`config.mk`:
```
export PLATFORM = sky130hd
export DESIGN_NAME = instr_fetch
export DESIGN_NICKNAME = d
export VERILOG_FILES = /design/src/rtl/instr_fetch.sv
export SDC_FILE = /design/constraint.sdc
export NUM_CORES = 1
export LEC_CHECK = 0
export BUFFER_PORTS_ARGS = -buffer_cell sky130_fd_sc_hd__buf_2
export CORE_ASPECT_RATIO = 1.1
export CORE_MARGIN = 2
export CORE_UTILIZATION = 35
export CTS_CLUSTER_DIAMETER = 50
export DETAILED_ROUTE_END_ITERATION = 7
export PLACE_DENSITY = 0.61
export SLEW_MARGIN = 20
export SYNTH_ARGS = -nofsm -noshare
export SYNTH_HDL_FRONTEND = slang
export SYNTH_SLANG_ARGS = --single-unit
```
`constraint.sdc`:
```
create_clock -name clk -period 1.56 [get_ports clk]
set_input_delay 0.156 -clock clk [delete_from_list [all_inputs] [get_ports clk]]
set_output_delay 0.156 -clock clk [all_outputs]
set_load 0.05 [all_outputs]
```
`src/rtl/instr_fetch.sv`:
```
// Instruction fetch unit: reads a 3-byte instruction (op_code, arg1, arg2)
// from a byte-wide synchronous memory starting at the strobed pc.
module instr_fetch #(
   parameter int ADDR_W = 16
) (
   input  logic              clk,
   input  logic              rst,
   input  logic [ADDR_W-1:0] pc,
   input  logic              pc_strobe,
   output logic [ADDR_W-1:0] mem_addr,
   output logic              mem_rd,
   input  logic [7:0]        mem_data,
   output logic [7:0]        op_code,
   output logic [7:0]        arg1,
   output logic [7:0]        arg2,
   output logic              instr_valid,
   output logic              busy
);

   typedef enum logic [2:0] {IDLE, RD0, RD1, RD2, LAST, DONE} state_t;

   state_t            state_q, state_d;
   logic [ADDR_W-1:0] base_q, base_d;
   logic [ADDR_W-1:0] addr_q, addr_d;
   logic [7:0]        op_q, op_d;
   logic [7:0]        a1_q, a1_d;
   logic [7:0]        a2_q, a2_d;

   always_ff @(posedge clk or posedge rst) begin
      if (rst) begin
         state_q <= IDLE;
         base_q  <= '0;
         addr_q  <= '0;
         op_q    <= '0;
         a1_q    <= '0;
         a2_q    <= '0;
      end else begin
         state_q <= state_d;
         base_q  <= base_d;
         addr_q  <= addr_d;
         op_q    <= op_d;
         a1_q    <= a1_d;
         a2_q    <= a2_d;
      end
   end

   // mem_addr is loaded on the edge entering each read state, so it is a
   // flop and naturally holds its last value once reads stop.
   always_comb begin
      state_d = state_q;
      base_d  = base_q;
      addr_d  = addr_q;
      op_d    = op_q;
      a1_d    = a1_q;
      a2_d    = a2_q;
      if (pc_strobe) begin
         // A strobe in any state (re)starts the fetch; partial bytes are dropped.
         state_d = RD0;
         base_d  = pc;
         addr_d  = pc;
      end else begin
         case (state_q)
            RD0: begin
               state_d = RD1;
               addr_d  = base_q + ADDR_W'(1);
            end
            RD1: begin
               state_d = RD2;
               addr_d  = base_q + ADDR_W'(2);
               op_d    = mem_data;
            end
            RD2: begin
               state_d = LAST;
               a1_d    = mem_data;
            end
            LAST: begin
               state_d = DONE;
               a2_d    = mem_data;
            end
            IDLE, DONE: state_d = state_q;
            default:    state_d = IDLE;
         endcase
      end
   end

   assign mem_addr    = addr_q;
   assign mem_rd      = (state_q == RD0) || (state_q == RD1) || (state_q == RD2);
   assign busy        = mem_rd || (state_q == LAST);
   assign instr_valid = (state_q == DONE);
   assign op_code     = op_q;
   assign arg1        = a1_q;
   assign arg2        = a2_q;

endmodule

```
==> metrics.md <==
| Metric | Value |
|---|---|
| Tot Pwr | `0.00740 W` |
| Max-slew violation count | `0` |
| Crit Path Class | `reg2reg` |
| Starting Density | `0.357` |
| Outcome | `complete, but fails checks` |
| Synth top area share | `0.532` |
| # IOs | `70` |
| RSZ-0062 raised after global routing | `yes` |
| Die area | `0.00866 mm2` |
| Power Density | `1880 mW/mm2` |
| Final setup margin | `-0.0936 ns` |
| Leakage Power | `1.79 nW` |
| Tmin final | `1.65 ns` |
| Worst relative slew slack | `0.758` |
| Post-Syn Area | `0.00278 mm2` |
| Number of global-route vias before repair | `2224` |
| Synthesis-stage register bit count | `59` |
| Asr flop ratio synth | `1.00` |
| Number of synthesized flops with an enable pin | `0` |
| TritonCTS clock tree | `built` |
| P&R area growth vs syn | `41.5%` |
| Synthesized area per cell | `11.8 um2` |
| Syn nets | `265` |
| MaxCap Viol Count | `0` |
| Total routed wirelength | `6540 um` |
| Highest clock rate | `605 MHz` |
| Share of layout cells above drive strength 1 | `0.504` |
| Die height | `97.4 um` |
| Largest net degree at the start of global routing | `43` |
| Final nets | `369` |
| Worst-skew pair later-pin latency | `0.34 ns` |
| GPL Wtd Cong | `0.834` |
| Clock buffer depth | `2` |
| Crit. End Element | `flop` |
| Num CTS Buffers | `9` |
| Seq/Total Area, Yosys | `0.532` |
| TritonRoute pass-1 iters | `4` |
| Total global-route track usage | `0.156` |
| Dominant cells by area after synthesis | `dfrtp_1 53%, mux2_2 10%, mux2_1 3.2%` |
| Clock Pin Slew Worst Setup and Hold Paths | `0.07 ns` |
| Placement Setup Slack | `-0.0550 ns` |
| Initial antenna violation count | `0` |
| Clock Skew | `0.00844 ns` |
| Row cnt | `34` |
| Gate Count Post-Synth | `236` |
| # port buffers | `69` |
| Core area | `0.00778 mm2` |
| Cell taking the most area after synthesis | `dfrtp_1` |
| DR DRC count | `0` |
| # H-tree levels | `3` |
| DR WL/cell | `14.4 um` |
| Die width | `88.9 um` |
| Vias per inst | `4.86` |
| Peak supply drop | `0.589 mV` |
| Leading cell types by count after synthesis | `59 x dfrtp_1, 25 x mux2_2, 23 x nand2_1` |
| Worst Path Required | `1.80 ns` |
| CTS sink count | `59` |
| Failing checks | `negative setup slack` |
| Min Hold Slack | `0.0469 ns` |
| Worst Max-Slew Pin Slew | `0.363 ns` |
| Routed Antenna Nets | `0` |
| Post-DP HPWL | `4570 um` |
| CTS root buf | `clkbuf_8` |
| First-pass GRT wire length | `10500 um` |
| Most used DFF post-synth | `dfrtp_1` |
| Critical path startpoint category | `flop` |
| # diodes | `0` |
| Synth warnings | `0` |
| Count leader, synth | `dfrtp_1` |
| Worst Path Max Fanout | `6` |
| WP data arrival | `1.90 ns` |
| Total gr overflow | `0` |
| Synth cell types | `49` |
| Iter 0 DRT Violations | `74` |
| Via count | `2203` |
| Endpoints failing hold | `0` |
| Fillers | `718` |
| Tcrit/Tclk final | `1.06` |
| Final setup violation count | `19` |
| Worst Hold Class | `in2reg` |
[final cells by class]
type	count	area [um2]	share of cell area
clock inverters	4	47.5	0.0121
multi-input cells	153	1310	0.335
flip-flops and latches	59	1480	0.376
inverters	11	47.5	0.0121
repair buffers	106	741	0.189
clock buffers	12	165	0.0421
well taps	108	135	0.0344
[power breakdown]
group	switching [W]	internal [W]	leakage, nW
sequential	0.000263	0.00203	0.710
combinational	0.00251	0.00115	0.973
clock	0.000590	0.000862	0.108
total	0.00336	0.00404	1.79
[registers in the layout (all words and copies together) (netlist names)]
signal	flops
arg1	8
base_q	16
state_q	3
mem_addr	16
arg2	8
op_code	8
[layer usage]
metal / vias up / global-route usage / wire, um
met1: 1064 / 0.204 / 2910
met2: 68 / 0.242 / 3110
met4: 0 / 0.0816 / 175
li1: 1057 / - / -
met3: 14 / 0.0289 / 341
met5: - / 0 / 0
[critical path, stage by stage, from the launching register on]
cell and delay (ns):
dfrtp_1 0.43, nor3b_4 0.23, buf_4 0.16, mux2i_4 0.35
a31oi_1 0.14, o31ai_1 0.24
[final timing paths]
| kind | cells after the start | slack [ns] | startpoint | end |
|---|---|---|---|---|
| max | 5 | -0.09 | state_q[2]$_DFFE_PP0P_ | mem_addr[10]$_DFFE_PP0P_ |
| min | 2 | 0.05 | pc[3] | mem_addr[3]$_DFFE_PP0P_ |
| max reg2reg | 5 | -0.09 | state_q[2]$_DFFE_PP0P_ | mem_addr[10]$_DFFE_PP0P_ |
| min reg2reg | 1 | 0.48 | op_code[4]$_DFFE_PP0P_ | op_code[4]$_DFFE_PP0P_ |
| max in group asynchronous | 4 | 0.85 | rst | base_q[7]$_DFFE_PP0P_ |
| min in group asynchronous | 3 | 0.26 | rst | mem_addr[13]$_DFFE_PP0P_ |
[logic make-up after synthesis]
logic type,share of synthesized area
and+or+nand+nor,0.125
DFF,0.532
AOI/OAI and AO/OA,0.106
muxes,0.162
buffers and inverters,0.0473
xor gates and xnor gates,0.0189
adders and majority gates,0.00901
[cells in the final DEF (no fill, tap or decap), drive strengths merged, types with 2 or more instances in the layout]
master    netlist  final
a211o           2      2
a21oi           5      5
a311oi          2      2
a31oi           4      4
a41oi           2      2
and2            3      3
and3            2      2
and4            2      2
buf            11    105
clkbuf          2     12
clkinv          0      2
clkinvlp        0      2
dfrtp          59     59
ha              2      2
inv            11     10
mux2           34     34
mux2i           5      5
nand2          23     23
nand2b          4      4
nand3           6      6
nand4           3      3
nor2            7      7
nor2b           2      2
nor3            3      3
nor4            3      3
o211ai          3      3
o21ai          13     13
o31ai           6      6
xnor2           4      4
xor2            2      2
[stage by stage]
stage                     instance area (um2)   util  cells  setup TNS (ns)
after global placement                   3440  0.442    427        -0.00748
final                                    3930  0.505    453          -0.757
after floorplan                          2790      -    236               0
after detailed placement                 3440  0.442    427          -0.233
after CTS                                3810  0.489    452          -0.224
after global routing                     3930  0.505    453           -2.22
[timing repair]
action / in CTS / in global routing
endpoints found under the setup margin: 16 / 35
cloned: 1 / 0
pin swaps: 7 / 8
buffers inserted: 8 / 3
hold buffers: 1 / 0
endpoints found under the hold margin: 59 / 0
resized for setup: 21 / 23
Power figures use the tool's default switching activity.
